[src/rtl/multdiv_ctrl.sv]
// multdiv_ctrl: issue/launch/wait/writeback sequencer for an iterative mul/div unit.
// Optional build macro MULTDIV_CTRL_TIMEOUT_EN: abort a WAIT that reaches
// TIMEOUT_CYCLES without unit_rdy, writing back wb_data=0 / wb_exc=3'd6.
// Without the macro the wait counter runs but never aborts an op.
module multdiv_ctrl #(
  parameter int unsigned TIMEOUT_CYCLES = 40
) (
  input  logic        clock,
  input  logic        reset_n,
  input  logic        issue_valid,
  input  logic [4:0]  alu_opcode,
  input  logic [31:0] op_a,
  input  logic [31:0] op_b,
  input  logic [4:0]  dest_reg,
  input  logic        flush,
  input  logic        unit_rdy,
  input  logic        unit_exc,
  input  logic [31:0] unit_result,
  output logic        ctrl_mult,
  output logic        ctrl_div,
  output logic [31:0] unit_a,
  output logic [31:0] unit_b,
  output logic        stall,
  output logic        wb_valid,
  output logic [31:0] wb_data,
  output logic [4:0]  wb_reg,
  output logic [2:0]  wb_exc
);

  localparam int unsigned DATA_W = 32;
  localparam int unsigned REG_W  = 5;
  localparam int unsigned OPC_W  = 5;
  localparam int unsigned EXC_W  = 3;
  localparam int unsigned CNT_W  = 8;

  localparam logic [OPC_W-1:0] OPC_MUL = 5'b00110;
  localparam logic [OPC_W-1:0] OPC_DIV = 5'b00111;

  localparam logic [EXC_W-1:0] EXC_NONE    = 3'd0;
  localparam logic [EXC_W-1:0] EXC_MUL     = 3'd4;
  localparam logic [EXC_W-1:0] EXC_DIV     = 3'd5;
  localparam logic [EXC_W-1:0] EXC_TIMEOUT = 3'd6;

  localparam logic [CNT_W-1:0] CNT_MAX  = '1;
  // Counter reads N-1 during the Nth WAIT cycle, so abort on the limit minus one.
  localparam logic [CNT_W-1:0] TO_LIMIT = CNT_W'(TIMEOUT_CYCLES - 32'd1);

`ifdef MULTDIV_CTRL_TIMEOUT_EN
  localparam bit TO_EN = 1'b1;
`else
  localparam bit TO_EN = 1'b0;
`endif

  typedef enum logic [1:0] {
    S_IDLE   = 2'd0,
    S_LAUNCH = 2'd1,
    S_WAIT   = 2'd2,
    S_DONE   = 2'd3
  } state_t;

  state_t             state_q, state_d;
  logic               md_op_c;
  logic               accept_c;
  logic               capture_c;
  logic               timeout_c;
  logic               to_hit_c;
  logic               kind_mul_q;
  logic [REG_W-1:0]   dest_q;
  logic [CNT_W-1:0]   wait_cnt_q;
  logic               wb_pend_q;

  // Decode a mul/div issue.
  assign md_op_c = issue_valid && ((alu_opcode == OPC_MUL) || (alu_opcode == OPC_DIV));

  // Timeout only has an effect when the feature is compiled in.
  assign to_hit_c = TO_EN && (wait_cnt_q >= TO_LIMIT);

  // Hold upstream while busy or while accepting; forced low while in reset.
  assign stall = reset_n && ((state_q != S_IDLE) || (md_op_c && !flush));

  // Writeback strobe is killed by a flush arriving during DONE.
  assign wb_valid = wb_pend_q && !flush;

  // State register.
  always_ff @(posedge clock or negedge reset_n) begin
    if (!reset_n) begin
      state_q <= S_IDLE;
    end else begin
      state_q <= state_d;
    end
  end

  // Next-state logic; flush overrides every transition.
  always_comb begin
    state_d   = state_q;
    accept_c  = 1'b0;
    capture_c = 1'b0;
    timeout_c = 1'b0;
    unique case (state_q)
      S_IDLE: begin
        if (md_op_c && !flush) begin
          state_d  = S_LAUNCH;
          accept_c = 1'b1;
        end
      end
      S_LAUNCH: state_d = S_WAIT;
      S_WAIT: begin
        if (unit_rdy) begin
          state_d   = S_DONE;
          capture_c = 1'b1;
        end else if (to_hit_c) begin
          state_d   = S_DONE;
          timeout_c = 1'b1;
        end
      end
      S_DONE:  state_d = S_IDLE;
      default: state_d = S_IDLE;
    endcase
    if (flush) begin
      state_d   = S_IDLE;
      accept_c  = 1'b0;
      capture_c = 1'b0;
      timeout_c = 1'b0;
    end
  end

  // Operand latch and start pulses, registered on accept.
  always_ff @(posedge clock or negedge reset_n) begin
    if (!reset_n) begin
      ctrl_mult  <= 1'b0;
      ctrl_div   <= 1'b0;
      unit_a     <= '0;
      unit_b     <= '0;
      kind_mul_q <= 1'b0;
      dest_q     <= '0;
    end else begin
      ctrl_mult <= accept_c && (alu_opcode == OPC_MUL);
      ctrl_div  <= accept_c && (alu_opcode == OPC_DIV);
      if (accept_c) begin
        unit_a     <= op_a;
        unit_b     <= op_b;
        kind_mul_q <= (alu_opcode == OPC_MUL);
        dest_q     <= dest_reg;
      end
    end
  end

  // Wait-cycle counter: cleared in LAUNCH, saturating count in WAIT.
  always_ff @(posedge clock or negedge reset_n) begin
    if (!reset_n) begin
      wait_cnt_q <= '0;
    end else if (state_q == S_LAUNCH) begin
      wait_cnt_q <= '0;
    end else if ((state_q == S_WAIT) && (wait_cnt_q != CNT_MAX)) begin
      wait_cnt_q <= wait_cnt_q + CNT_W'(1);
    end
  end

  // Writeback capture; the result is passed through untouched even with an exception.
  always_ff @(posedge clock or negedge reset_n) begin
    if (!reset_n) begin
      wb_pend_q <= 1'b0;
      wb_data   <= '0;
      wb_reg    <= '0;
      wb_exc    <= '0;
    end else begin
      wb_pend_q <= capture_c || timeout_c;
      if (capture_c) begin
        wb_data <= unit_result;
        wb_reg  <= dest_q;
        wb_exc  <= unit_exc ? (kind_mul_q ? EXC_MUL : EXC_DIV) : EXC_NONE;
      end else if (timeout_c) begin
        wb_data <= DATA_W'(0);
        wb_reg  <= dest_q;
        wb_exc  <= EXC_TIMEOUT;
      end
    end
  end

endmodule
[config.mk]
export PLATFORM = sky130hd
export DESIGN_NAME = multdiv_ctrl
export DESIGN_NICKNAME = d
export VERILOG_FILES = /design/src/rtl/multdiv_ctrl.sv
export SDC_FILE = /design/constraint.sdc
export NUM_CORES = 1
export LEC_CHECK = 0
export ABC_AREA = 1
export CAP_MARGIN = 10
export CORE_ASPECT_RATIO = 1.2
export CORE_MARGIN = 4
export CORE_UTILIZATION = 41
export DETAILED_ROUTE_END_ITERATION = 16
export GPL_TIMING_DRIVEN = 1
export MAX_ROUTING_LAYER = met4
export PLACE_DENSITY_LB_ADDON = 0.12
export SLEW_MARGIN = 25
export SYNTH_ARGS = -nofsm -noshare
export SYNTH_HDL_FRONTEND = slang
export SYNTH_SLANG_ARGS = --single-unit
[constraint.sdc]
create_clock -name clock -period 1.8 [get_ports clock]
set_input_delay 0.36 -clock clock [delete_from_list [all_inputs] [get_ports clock]]
set_output_delay 0.36 -clock clock [all_outputs]
set_load 0.05 [all_outputs]
* Yosys cells after proc, flatten, opt, wreduce, memory -nomap -nowiden *
Cells that the tools add are included.

cells by class
  equal/unequal tests = 7
  muxes and demuxes = 15
  reduce and logical (&&, ||, !) cells = 12

operator list
  kind                                                             number
  32-bit two-way mux                                               1
  5-bit by 3-bit == test with 1-bit output, second input constant  2
  2-bit case mux with 4 select lines                               1
  1-bit two-way mux                                                7
  1-bit logical AND                                                6
  2-bit two-way mux                                                3
  3-bit two-way mux                                                2
  3-bit inequality test, second input constant                     2
  5-bit two-way mux                                                1
  2-bit == test, second input constant                             2
  2-bit by 1-bit == test with 1-bit output, second input constant  1
  2-bit logical NOT                                                1
  1-bit logical OR                                                 2
  2-bit AND reduction                                              1
  2-bit nonzero test                                               1
  1-bit logical NOT                                                1

word-level totals
  register bits = 115
  input port bits = 112
  word-level logic and storage cells = 45

* Longest topological paths before layout *
  depth in word-level cells = 8
  gate-level depth with buffers = 9
  gate-level depth less buffers = 7

* Worst setup path after synthesis *
Ideal clock, no wire load.

  path type = in2out
  start point = input port alu_opcode[4]
  end point = output port stall
  data arrival time = 1394 ps
  required time = 1440 ps
  setup slack = 46 ps
  cell stages on the path = 5
  path buffers = 1
  cells stage by stage = nor2_2 -> nand3_2 -> nor2_4 -> buf_2 -> o21a_1

between the ends
  cells in the longest elaborated chain, start to end = 6

RTL lines
  item                                      RTL line  source
  start, declared                           11        input logic [4:0] alu_opcode,
  5-bit by 3-bit == test with 1-bit output  73        assign md_op_c = issue_valid && ((alu_opcode == OPC_MUL) || (alu_opcode == OPC_DIV));
  1-bit logical OR (*)                      73
  1-bit logical AND (*)                     73
  1-bit logical AND (*)                     79        assign stall = reset_n && ((state_q != S_IDLE) || (md_op_c && !flush));
  1-bit logical OR (*)                      79
  1-bit logical AND (*)                     79
  end, declared                             23        output logic stall,

Every way passes the cells marked *; elsewhere a longest branch is shown, timed or not.

* Worst setup path after layout *
  start point = register state_q[0]
  end point = output port stall

between the ends
  cells in the longest elaborated chain, start to end = 3

RTL lines
  item                    RTL line  source
  start, declared         61        state_t state_q, state_d;
  start signal, assigned  89        state_q <= state_d;
  2-bit nonzero test      79
  1-bit logical OR        79
  1-bit logical AND       79

No other way between the ends.

==> results.md <==
* Status: finished clean
* Via count at 4,214
* Initial core utilization at 0.424
* F_max at 0.567 GHz
* Mean Syn Cell Area at 8.85 µm²
* First-pass GRT wire length at 21,000 µm
* Worst slew pin tran at 0.588 ns
* Syn nets at 623
* H-tree levels at 4
* Vias in the first global route at 4,208
* Critical Path RT at 1.44 ns
* Antenna violations before repair at 0
* Sequential fraction of the synthesis area at 0.634
* Layout cells sized above 1 at 0.227
* Async SR Flop Fraction at 1.00
* Total GRT Usage at 0.216
* Cell mode on critical path: inv_2
* Layout net count at 853
* Top cell type's share of synthesized area at 0.634
* Area grow syn2layout at 61.7%
* Final Hold Viols at 0
* Post-DP HPWL at 9200 µm
* Min-Delay Path Class: input port to async pin
* Reg clk slew, reported paths at 0.05 ns
* Clock sink count at 114
* Setup crit start kind: flop
* Max IR drop VDD at 0.793 mV
* WP buf/inv at 3
* Fill count at 867
* Core Area at 0.0106 mm²
* Relative slew slack at 0.608
* RePlAce Congestion at 0.773
* Synth Cell Area at 0.00450 mm²
* Fin. max-slew vios at 0
* Crit path cell chain: inv_2 > ha_4 > inv_2 > o21a_1 > buf_12
* Die Footprint at 0.0127 mm²
* Top delay family on crit path: flip-flops
* IO Port Bufs at 218
* Root Driver: clkbuf_16
* Crit path largest cell delay at 0.37 ns
* Post-synth top area cell: dfrtp_1
* Synth cell count leaders: 263 x nand2_1, 114 x dfrtp_1, 74 x nand3_1, 17 x buf_2, 12 x clkbuf_1
* Endpoints failing setup at 0
* Met1 Usage GRT at 0.258
* DR WL/cell at 15.0 µm
* Crit Path Max Fanout at 3
* Top Ports at 220
* GRT Max-Usage Layer: met2
* Crit path capture type: output port
* Dominant synthesized flop cell: dfrtp_1
* CP max stage cell: dfrtp_1
* Largest net degree at the start of global routing at 115
* CTS Buf Count at 17
* Routed Antenna Nets at 0
* Met2 Use GR at 0.342
* Maximum clock path buffer count at 2
* N_diodes at 0
* Setup TNS at 0 ns
* Biggest regs: unit_a x32, unit_b x32, wb_data x32
* Synth Warn # at 0
* Synthesized flop and latch total at 114
* Drt first pass iters at 4
* CTS tree: done
* Die Ht at 123 µm
* Area contributors post-synth: dfrtp_1 63%, nand2_1 22%, nand3_1 8.2%, buf_2 1.9%, clkbuf_1 1.0%
* Max cap viols at 0
* LEAKAGE at 3.93 nW
* Pwr/cell area at 1920 mW/mm²
* Yosys cell types at 20
* DRT iter0 DRCs at 199
* Crit share post-route at 0.980
* Clk_skew at 0.00786 ns
* Clk_lat worst skew at 0.41 ns
* Worst Setup Path Type: flop to output port
* Most common cell in the netlist: nand2_1
* RSZ-0062 raised after global routing: yes
* Post-route DRC at 0
* Tmin final at 1.76 ns
* CP Data Arrival Time at 1.40 ns
* EDFF count, synth at 0
* Vias per cell at 4.80
* Post-Synthesis Cells at 509
* Die span in x at 104 µm
* Fin util at 0.686
* Met3 Track Usage GR at 0.0836
* Cell Rows at 41
* Grt total ovfl at 0
* Routed WL at 13,200 µm
timing repair:
item                       CTS  global route
buffers inserted             9             0
setup endpoints to repair    1             1
pin swaps                    6             2
resized for setup            9             1
hold buffers                 0             0
cells in the final DEF (no fill, tap or decap), drive strengths merged:
cell type / count
a21oi: 1
clkinv: 4
dfrtp: 114
bufinv: 2
conb: 1
buf: 132
nand2: 264
nand4: 1
ha: 2
clkdlybuf4s50: 105
clkbuf: 23
nand3: 75
dlygate4sd2: 5
inv: 10
o21ai: 2
o21a: 1
nor2: 7
cell type report:
cell class                      count  area, µm²  share of cell area
Clock buffer                       23        488              0.0670
Clock inverter                      6       80.1              0.0110
Inverter                           10       37.5             0.00515
Multi-Input combinational cell    354       1490               0.205
Sequential cell                   114       2850               0.392
Tap cell                          129        161              0.0222
Timing Repair Buffer              242       2170               0.298
layer usage:
metal | wire length (µm) | vias to the layer above
met5 | 0 | -
met2 | 6410 | 170
met1 | 5490 | 1978
met4 | 163 | 0
li1 | - | 2045
met3 | 1140 | 21
kinds of logic after synthesis:
family | Yosys count | synth area share
fa+ha+maj | 2 | 0.00556
flops | 114 | 0.634
buf+inv | 41 | 0.0406
other cells | 1 | 0.000833
simple gates | 347 | 0.315
compound gates | 4 | 0.00500
power by group:
part	switching, mW	internal (mW)	leakage [nW]	total [mW]
clock network	1.06	2.14	0.285	3.20
registers	0.527	3.53	1.49	4.05
logic	4.76	1.95	2.15	6.72
path summary, 6_finish.rpt:
check	depth (start not counted)	to	slack, ns	startpoint
max	5	stall	0.04	state_q[0]$_DFFE_PN0P_
min	2	wb_data[4]$_DFFE_PN0P_	0.08	reset_n
max reg2reg	8	unit_a[14]$_DFFE_PN0P_	0.22	state_q[0]$_DFFE_PN0P_
min reg2reg	1	wb_exc[0]$_DFFE_PN0P_	0.47	kind_mul_q$_DFFE_PN0P_
max in group asynchronous	2	unit_b[1]$_DFFE_PN0P_	1.29	reset_n
min in group clock	3	ctrl_div$_DFF_PN0_	0.42	alu_opcode[2]
per-stage QoR:
step	hold WS, ns	instance area, µm²	power [mW]	setup WS [ns]	std cells
6_report	0.0800	7280	14.0	0.0352	878
3_3_place_gp	0.439	6640	10.7	-0.0657	840
3_5_place_dp	0.445	6640	10.8	-0.130	840
2_1_floorplan	0.0644	4500	8.39	0.0462	509
4_1_cts	0.106	7280	14.1	0.0163	878
5_1_grt	0.121	7280	14.7	-0.0237	878
Power figures use the tool's default switching activity.
